===== src/rtl/mem_if_param.sv =====
`default_nettype none
// ============================================================================
// Module   : mem_if_param
// Purpose  : Single-port memory slave with valid/ready request channel,
//            fixed or LFSR-driven acceptance delay and a registered,
//            back-pressurable read-response channel.
// Revision : 1.0 - initial release
// ============================================================================
module mem_if_param #(
    parameter int DATA_W   = 32,
    parameter int ADDR_W   = 4,
    parameter int LAT_W    = 4,
    parameter int RAND_LAT = 1,
    parameter int FIX_LAT  = 0
) (
    input  logic                clk,
    input  logic                reset,
    input  logic                req_valid_i,
    input  logic                req_rnw_i,
    input  logic [ADDR_W-1:0]   req_addr_i,
    input  logic [DATA_W-1:0]   req_wdata_i,
    input  logic [DATA_W/8-1:0] req_be_i,
    output logic                req_ready_o,
    output logic                rsp_valid_o,
    output logic [DATA_W-1:0]   rsp_rdata_o,
    input  logic                rsp_ready_i
);

    localparam int              c_BE_W    = DATA_W / 8;
    localparam int              c_DEPTH   = 2 ** ADDR_W;
    localparam logic [LAT_W-1:0] c_FIX_CNT = LAT_W'(FIX_LAT);
    localparam logic [7:0]      c_LFSR_SEED = 8'hE1;

    localparam logic [1:0] c_IDLE = 2'd0;
    localparam logic [1:0] c_WAIT = 2'd1;
    localparam logic [1:0] c_RESP = 2'd2;

    logic [1:0]        r_state;
    logic [LAT_W-1:0]  r_cnt;
    logic [7:0]        r_lfsr;
    logic              r_rnw;
    logic [ADDR_W-1:0] r_addr;
    logic [DATA_W-1:0] r_wdata;
    logic [c_BE_W-1:0] r_be;
    logic [DATA_W-1:0] r_rdata;
    logic [DATA_W-1:0] r_mem [c_DEPTH];

    logic [LAT_W-1:0]  w_load_cnt;
    logic              w_commit;
    logic              w_lfsr_fb;

    generate
        if (RAND_LAT != 0) begin : g_rand_lat
            if (LAT_W <= 8) begin : g_narrow
                assign w_load_cnt = r_lfsr[LAT_W-1:0];
            end else begin : g_wide
                assign w_load_cnt = {{(LAT_W-8){1'b0}}, r_lfsr};
            end
        end else begin : g_fix_lat
            assign w_load_cnt = c_FIX_CNT;
        end
    endgenerate

    // The access happens on the same edge that ends the req_ready_o pulse.
    assign w_commit  = (r_state == c_WAIT) && (r_cnt == '0);
    assign w_lfsr_fb = r_lfsr[7] ^ r_lfsr[5] ^ r_lfsr[4] ^ r_lfsr[3];

    assign req_ready_o = w_commit;
    assign rsp_valid_o = (r_state == c_RESP);
    assign rsp_rdata_o = rsp_valid_o ? r_rdata : '0;

    always_ff @(posedge clk) begin
        if (reset) begin
            r_state <= c_IDLE;
            r_cnt   <= '0;
            r_lfsr  <= c_LFSR_SEED;
            r_rnw   <= 1'b0;
            r_addr  <= '0;
            r_wdata <= '0;
            r_be    <= '0;
            r_rdata <= '0;
        end else begin
            r_lfsr <= {r_lfsr[6:0], w_lfsr_fb};
            case (r_state)
                c_IDLE: begin
                    if (req_valid_i) begin
                        r_rnw   <= req_rnw_i;
                        r_addr  <= req_addr_i;
                        r_wdata <= req_wdata_i;
                        r_be    <= req_be_i;
                        r_cnt   <= w_load_cnt;
                        r_state <= c_WAIT;
                    end
                end
                c_WAIT: begin
                    if (r_cnt != '0) begin
                        r_cnt <= r_cnt - 1'b1;
                    end else if (r_rnw) begin
                        r_rdata <= r_mem[r_addr];
                        r_state <= c_RESP;
                    end else begin
                        r_state <= c_IDLE;
                    end
                end
                c_RESP: begin
                    if (rsp_ready_i) begin
                        r_state <= c_IDLE;
                    end
                end
                default: r_state <= c_IDLE;
            endcase
        end
    end

    always_ff @(posedge clk) begin
        if (w_commit && !r_rnw) begin
            for (int b = 0; b < c_BE_W; b++) begin
                if (r_be[b]) begin
                    r_mem[r_addr][8*b +: 8] <= r_wdata[8*b +: 8];
                end
            end
        end
    end

endmodule
`default_nettype wire


===== config.mk =====
export PLATFORM = sky130hd
export DESIGN_NAME = mem_if_param
export DESIGN_NICKNAME = d
export VERILOG_FILES = /design/src/rtl/mem_if_param.sv
export SDC_FILE = /design/constraint.sdc
export NUM_CORES = 1
export LEC_CHECK = 0
export CORE_UTILIZATION = 55
export DETAILED_ROUTE_END_ITERATION = 10
export GPL_ROUTABILITY_DRIVEN = 1
export PLACE_DENSITY_LB_ADDON = 0.1
export SYNTH_ARGS = -nofsm -noshare
export SYNTH_HDL_FRONTEND = slang
export SYNTH_SLANG_ARGS = --single-unit

===== constraint.sdc =====
create_clock -name clk -period 2 [get_ports clk]
set_input_delay 0.4 -clock clk [delete_from_list [all_inputs] [get_ports clk]]
set_output_delay 0.4 -clock clk [all_outputs]
set_load 0.01 [all_outputs]

Word level (Yosys, flattened, before mapping)
Memories as Yosys holds them, arrays and structs flattened. A register that Yosys moved wholly into a read port is not among the register bits. Index checks and enable logic that the tools add are counted.

Bits in registers: 55. Bits in latches: 0. Memory bits (writable): 512. Memory bits (read-only): 0. Bits of input ports: 45. Word-level logic and storage cells: 51. Memories: 1.

Memory list: r_mem (depth 16, width 32, rd ports 1, clocked after memory_dff 1, wr ports 1, RTL line 46) `logic [DATA_W-1:0] r_mem [c_DEPTH];`.

Add/subtract/negate cells: 1. Multipliers: 0. Div/mod/pow operators: 0. Magnitude comparators: 0. Equality and inequality tests: 6. Shift operators: 0. Mux-type cells: 21. Bitwise gates (word level): 4. Reduce and logical (&&, ||, !) cells: 11.

Operators by type and width (number): $mux 32 (1); $mux 1 (12); $reduce_and 3->1 (3); $mux 2 (4); $mux 4 (2); $pmux 4 s2 (1); $pmux 2 s3 (1); $logic_not 4->1 (1); $ne 2x1->1 const B (2); $ne 2x2->1 const B (2); $reduce_bool 4->1 (1); $sub 4x1->4 const B (1); $xor 1x1->1 (3); $eq 2x1->1 const B (1); $eq 2x2->1 const B (1); $logic_and 1x1->1 (2); $logic_not 2->1 (1); $reduce_and 2->1 (1); $reduce_bool 2->1 (1); $logic_not 1->1 (1); $not 1->1 (1).

Logic depth before layout (Yosys ltp)
Gate-level depths: netlist of run 1.

Depth in word-level cells: 5. Depth in mapped cells: 8. Depth with buffers taken out: 6.

Worst setup path before layout of run 1
Ideal clock, no wire load.

Kind: register to register. Start: reg r_cnt[0]. End: mem r_mem[10][24] (enable). Arrival: 1.749 ns. Data required time: 1.630 ns. Path slack: -0.120 ns. Cell stages (with the launch flop): 8. Period minus slack after synthesis: 2.120 ns. Cells stage by stage: dfxtp_1 > inv_1 > ha_1 > and4bb_4 > nor3b_4 > nand2_1 > buf_2 > nor2_1.

Cells in the longest elaborated chain, start to end: 5.

RTL lines: from (decl) (RTL line 39) `logic [LAT_W-1:0] r_cnt;`; from (signal assigned) (RTL line 91) `r_cnt <= w_load_cnt;`; from (signal assigned) (RTL line 97) `r_cnt <= r_cnt - 1'b1;`; $logic_not 4->1 (RTL line 65) `assign w_commit = (r_state == c_WAIT) && (r_cnt == '0);`; $logic_and 1x1->1 (RTL line 65); $logic_and 1x1->1 (RTL line 116) `if (w_commit && !r_rnw) begin`; $mux 1 (RTL line 116); $mux 1 (implied by the code) (RTL line 119) `r_mem[r_addr][8*b +: 8] <= r_wdata[8*b +: 8];`; to (decl) (RTL line 46).

Every way passes these cells.

Worst setup path after layout of run 1
Start: reg r_state[0]. End: out rsp_rdata_o[8].

Cells in the longest elaborated chain, start to end: 2.

RTL lines: from (decl) (RTL line 38) `logic [1:0] r_state;`; from (signal assigned) (RTL line 74) `r_state <= c_IDLE;`; from (signal assigned) (RTL line 92) `r_state <= c_WAIT;`; from (signal assigned) (RTL line 100) `r_state <= c_RESP;`; $eq 2x2->1 (RTL line 69) `assign rsp_valid_o = (r_state == c_RESP);`; $mux 32 (RTL line 70) `assign rsp_rdata_o = rsp_valid_o ? r_rdata : '0;`; to (decl) (RTL line 25) `output logic [DATA_W-1:0] rsp_rdata_o,`.

Every way passes these cells.

==> results of run 1 <==
-- synth_stat cells, drive strengths merged, types with 12 or more instances --
library cell / instances
a21oi: 47
a22oi: 96
a32oi: 32
and2: 37
buf: 50
clkbuf: 32
dfxtp: 87
edfxtp: 512
mux2i: 128
mux4: 64
nand2: 133
nor2: 75
nor2b: 12
-- final timing paths --
| path | from | endpoint | slack [ps] | cells after the start |
|---|---|---|---|---|
| setup / recovery | r_state[0]$_SDFFE_PP0P_ | rsp_rdata_o[8] | -110 | 5 |
| hold reg to reg | r_lfsr[6]$_SDFF_PP1_ | r_lfsr[7]$_SDFF_PP1_ | 430 | 1 |
| hold / removal | reset | r_addr[3]$_SDFFE_PP0P_ | 330 | 3 |
| setup reg to reg | r_cnt[0]$_SDFFE_PP0P_ | r_mem[1][23]$_DFFE_PP_ | 0 | 9 |
-- through the flow --
stage	utilization	area (µm²)	instances
after floorplan	-	22800	1340
after global placement	0.615	25100	2006
final	0.690	28200	2133
after global routing	0.690	28200	2133
after detailed placement	0.615	25100	2006
after CTS	0.668	27300	2128
-- what timing repair did --
action / CTS / global route
pin swaps: 22 / 38
resized for setup: 192 / 214
buffers inserted: 9 / 3
setup endpoints to repair: 546 / 532
gates cloned: 3 / 3
-- cell families (layout without fill, tap and decap cells) --
group / after synthesis / after routing / share of synthesized area
AND/OR/NAND/NOR: 276 / 276 / 0.0538
multiplexers: 192 / 192 / 0.119
adder cells (fa/ha/maj): 1 / 1 / 0.000548
XOR/XNOR: 4 / 4 / 0.00154
buffers and inverters: 86 / 347 / 0.0182
AO/OA/AOI/OAI: 182 / 182 / 0.0564
flip-flops: 599 / 599 / 0.750
-- state kept, by name, summed over array words and instances, names as in the netlist --
register and cells:
r_be 4, r_addr 4, r_mem 512, r_cnt 4, r_wdata 32, r_state 2, r_rdata 32, r_lfsr 8
r_rnw 1
-- layer usage --
metal / track usage / vias up / share of wire / routed length, µm
li1: - / 5655 / - / -
met1: 0.367 / 6364 / 0.42 / 23000
met2: 0.411 / 471 / 0.48 / 26000
met3: 0.0399 / 98 / 0.063 / 3400
met4: 0.0974 / 2 / 0.031 / 1700
met5: 0.0202 / - / 0.0022 / 119
-- cell type report --
class,count,area [µm²],area share
Inverter,4,15.0,0.000533
Clock inverter,18,186,0.00662
Tap cell,532,666,0.0236
Multi-Input combinational cell,655,5850,0.208
Timing Repair Buffer,233,2540,0.0902
Clock buffer,92,1780,0.0630
Sequential cell,599,17100,0.608
-- power groups by stage --
stage	clock network (mW)	logic, mW	registers, mW
after CTS	11.2	1.44	14.0
after floorplan	0	0.870	14.1
after detailed placement	0	1.37	14.3
final	11.0	1.52	14.0
after global routing	11.6	1.61	14.1
after global placement	0	1.36	14.3
-- worst max-delay path, stage by stage (launching register included) --
cell,delay [ps]
dfxtp_2,310
and2b_4,270
buf_12,120
buf_12,120
and2_4,170
buf_6,100
==> results.cfg, run 1 <==
[run_status]
run_status = finished, violations left
violations = negative setup slack

[power]
vdd_drop_max_uv = 686
switching_power_mw = 5.68
p_seq_frac = 0.528
power_mw = 26.6
p_per_area_mw_per_mm2 = 944
pwr-share-clk = 0.415
power.share.combinational = 0.057
p_int_mw = 20.9
leakage_nw = 9.42
switching_share = 0.214

[finish]
num_antenna_cells = 0
area_growth_pct = 23.4
layout-drive-gt1-share = 0.287
finalNetCount = 1598
layout_common_cells = edfxtp_1 (512), mux2i_1 (128), nand2_1 (124), a22oi_1 (95), buf_6 (87)
n_fill_cell = 2676
mostFrequentLayoutCell = edfxtp_1

[sta]
maxSlewViolCount = 0
setup_tns_ps = -3070
finalSetupViolations = 40
hold_violations = 0
clock_skew_ps = 18.1
fin_crit_ps = 2110
finalWorstSetupSlack_ps = -106
fmax_mhz = 475
relSlewSlack = 0.462
fin_crit_sh = 1.05
worstMarginPinSlew_ps = 806
fin_hold_ws_ps = 325
rsz0062_at_grt = yes

[synthesis]
synthArstFlopShare = 0
synth_seq_cells = 599
syn_avg_cell_area_um2 = 17.0
synth_edf_count = 512
syn-instance-count = 1340
yosysWarnings = 0
yosysTopAreaCell = edfxtp_1
seq_area_frac_synth = 0.750
synth_top_area_frac = 0.674
synthesis.nets = 1386
synthTopCellsByArea = edfxtp_1 (67%), dfxtp_1 (7.6%), mux4_2 (6.3%)
syn-cell-area_mm2 = 0.0228
synth_ff_type = edfxtp_1
ys_types = 37

[worst_setup_path]
cp.required_ps = 1600
cp_max_fo = 12
end_kind = output port
arrival_ps = 1710
worst-setup-path-type = reg2out
start_kind = register

[cts]
cts_hold_buf = 0
cts_root_buf = clkbuf_16
cts_tree = done
clock_latency_ps = 610
clkSinkCount = 599
cts_inserted_buffers = 59
clkTransAtPathRegs_ps = 60
clockBufferDepth = 3
htreeDepth = 2

[routing]
drcViolationCount = 0
antenna_left = 0
vias = 12600
drt_iter0_drc = 1113
wl_per_cell_um = 25.4
viasPerCell = 5.90
wirelength_um = 54200
drt-pass1-iter-count = 5

[placed_design]
globalplace.congestion = 0.827
port_buffers = 78
hpwl_um = 33500
place_ws_ps = -93.0

[floorplan]
die-area_mm2 = 0.0423
die_w_um = 206
die_h_um = 206
rows = 74
start_util = 0.559
coreArea_mm2 = 0.0408
ios = 79

[job]
max_cap_viol_count = 0

[grt]
grt_start_max_net_pins = 49
grt_pass1_wl_um = 78700
globalRouteOverflowTotal = 0
first_global_vias = 12500
antenna_found_initial = 0
grt.total_usage = 0.260

[min_path]
min_path_type = in2reg
Note: power is estimated with default switching activity, not from simulation.
==> run 2, diff against run 1 <==
CELL_PAD_IN_SITES_DETAIL_PLACEMENT = 1   (was not set)
CELL_PAD_IN_SITES_GLOBAL_PLACEMENT = 2   (was not set)
CORE_UTILIZATION = 42   (was 55)
==> run 2 against run 1 <==
Against the previous run: clock power up 7%; setup slack got worse by 130 ps; the flow still finishes with violations (negative setup slack); critical endpoint is now rsp_rdata_o[5]; design area is 1.4% higher; utilization is 16 points lower; via count shrank 2.3%; routed wire length increased by 4.8%.
==> results.cfg, run 2 (same netlist as run 1, synthesis figures left out) <==
[finish]
largest_register_ffs = 512
regMostFlops = r_mem
mostFrequentLayoutCell = edfxtp_1
reg_top3 = r_mem: 512 flops, r_rdata: 32 flops, r_wdata: 32 flops
layout_common_cells = edfxtp_1 (512), mux2i_1 (128), nand2_1 (116), a22oi_1 (93), dfxtp_1 (81)
final_cells = 2295
area_growth_pct = 25.1
n_fill_cell = 4914
layout-drive-gt1-share = 0.295
finalNetCount = 1592
multiInputGateArea_mm2 = 0.00595
seq_area_mm2 = 0.0171

[worst_setup_path]
ff2ff_setup_slack_ps = -90
cp_max_fo = 5
arrival_ps = 1830
r2r-start = r_cnt[0]$_SDFFE_PP0P_
reg2reg_to = r_mem[3][16]$_DFFE_PP_
start_kind = register
end_kind = output port
rr_worst_depth = 9
cp.required_ps = 1600
worst-setup-path-type = reg2out

[grt]
grt_start_max_net_pins = 43
antenna_found_initial = 2
globalRouteOverflowTotal = 0
first_global_vias = 13200
grt_pass1_wl_um = 84200
grt.total_usage = 0.206

[sta]
finalWorstSetupSlack_ps = -232
relSlewSlack = 0.527
clock_skew_ps = 20.6
maxSlewViolCount = 0
rsz0062_at_grt = yes
worstMarginPinSlew_ps = 709
hold_violations = 0
fin_crit_sh = 1.12
finalSetupViolations = 196
fmax_mhz = 448
fin_crit_ps = 2230

[placed_design]
placed_cells = 2160
hpwl_um = 36100
place_ws_ps = -97.9
globalplace.congestion = 0.746
port_buffers = 78

[cts]
cts_tree = done
cts_inserted_buffers = 60
clock_latency_ps = 620
htreeDepth = 2
cts_root_buf = clkbuf_16
clkTransAtPathRegs_ps = 60
clkSinkCount = 599
clockBufferDepth = 3
cts_hold_buf = 0

[run_status]
violations = negative setup slack
run_status = finished, violations left

[floorplan]
die_w_um = 235
die-area_mm2 = 0.0553
coreArea_mm2 = 0.0537
start_util = 0.425
rows = 85
die_h_um = 235
ios = 79

[power]
leakage_nw = 9.47
p_per_area_mw_per_mm2 = 959
vdd_drop_max_uv = 661

[min_path]
min-delay-start = req_addr_i[2]
hold_end = r_addr[2]$_SDFFE_PP0P_
min_path_type = in2reg
whs_path_depth = 3

[job]
max_cap_viol_count = 0

[routing]
drt_iter0_drc = 912
drcViolationCount = 0
drt-pass1-iter-count = 5
wirelength_um = 56800
wl_per_cell_um = 24.8
antenna_left = 0
viasPerCell = 5.36
vias = 12300
-- run 2: changes by cell type in the layout (fill, tap and decap cells not counted), sizes merged --
cell,change
buf,-8
clkinv,+20
diode,+1
clkinvlp,+5
bufinv,+7
clkbuf,-27
-- run 2: report_power, final --
part	switching [mW]	internal [mW]	total (mW)
registers	0.301	13.7	14.0
clock network	4.79	7.00	11.8
logic	0.856	0.721	1.58
total	5.94	21.4	27.4
-- run 2: cell type report --
cell class,count,area share
antenna,1,0.0000876
clock buffer,64,0.0553
clock inverter,50,0.0183
inverter,4,0.000526
multi-input combinational,655,0.208
sequential,599,0.600
tap,696,0.0305
timing repair buffer,226,0.0871
-- run 2: worst max path at each step --
stage	from	to	slack (ps)	cells past startpoint
2_1_floorplan	r_cnt[0]$_SDFFE_PP0P_	r_mem[10][24]$_DFFE_PP_	-120	7
3_3_place_gp	r_cnt[0]$_SDFFE_PP0P_	r_mem[1][2]$_DFFE_PP_	-100	8
3_5_place_dp	r_cnt[0]$_SDFFE_PP0P_	r_mem[14][28]$_DFFE_PP_	-100	8
4_1_cts	r_state[0]$_SDFFE_PP0P_	rsp_rdata_o[8]	-370	5
5_1_grt	r_state[0]$_SDFFE_PP0P_	rsp_rdata_o[5]	-280	5
6_report	r_state[0]$_SDFFE_PP0P_	rsp_rdata_o[5]	-230	5
-- run 2: worst max-delay path, stage by stage (launching register included) --
cell and delay, ps:
dfxtp_2 320, and2b_4 350, buf_12 160, buf_8 130
and2_1 120, buf_2 120
-- run 2: metrics by stage --
stage	utilization	setup TNS, ps	hold slack, ps	power, mW	cell area [µm²]
after global routing	0.532	-22530	314	28.2	28600
after detailed placement	0.471	-25830	406	15.7	25300
after global placement	0.471	-22050	398	15.7	25300
after floorplan	-	-37240	389	15.0	22800
after CTS	0.515	-9450	293	27.6	27600
final	0.532	-8890	331	27.4	28600
-- run 2: what timing repair did --
action,in CTS,in global routing
endpoints found under the hold margin,0,0
setup buffers,13,7
resized for setup,190,241
pin swaps,8,53
endpoints found under the setup margin,546,518
cloned,2,4
-- run 2: routing by layer --
layer,vias up,track usage,share of wire
met2,221,0.353,0.50
li1,5639,-,-
met5,-,0,0
met1,6379,0.274,0.44
met4,0,0.0457,0.015
met3,59,0.0368,0.038
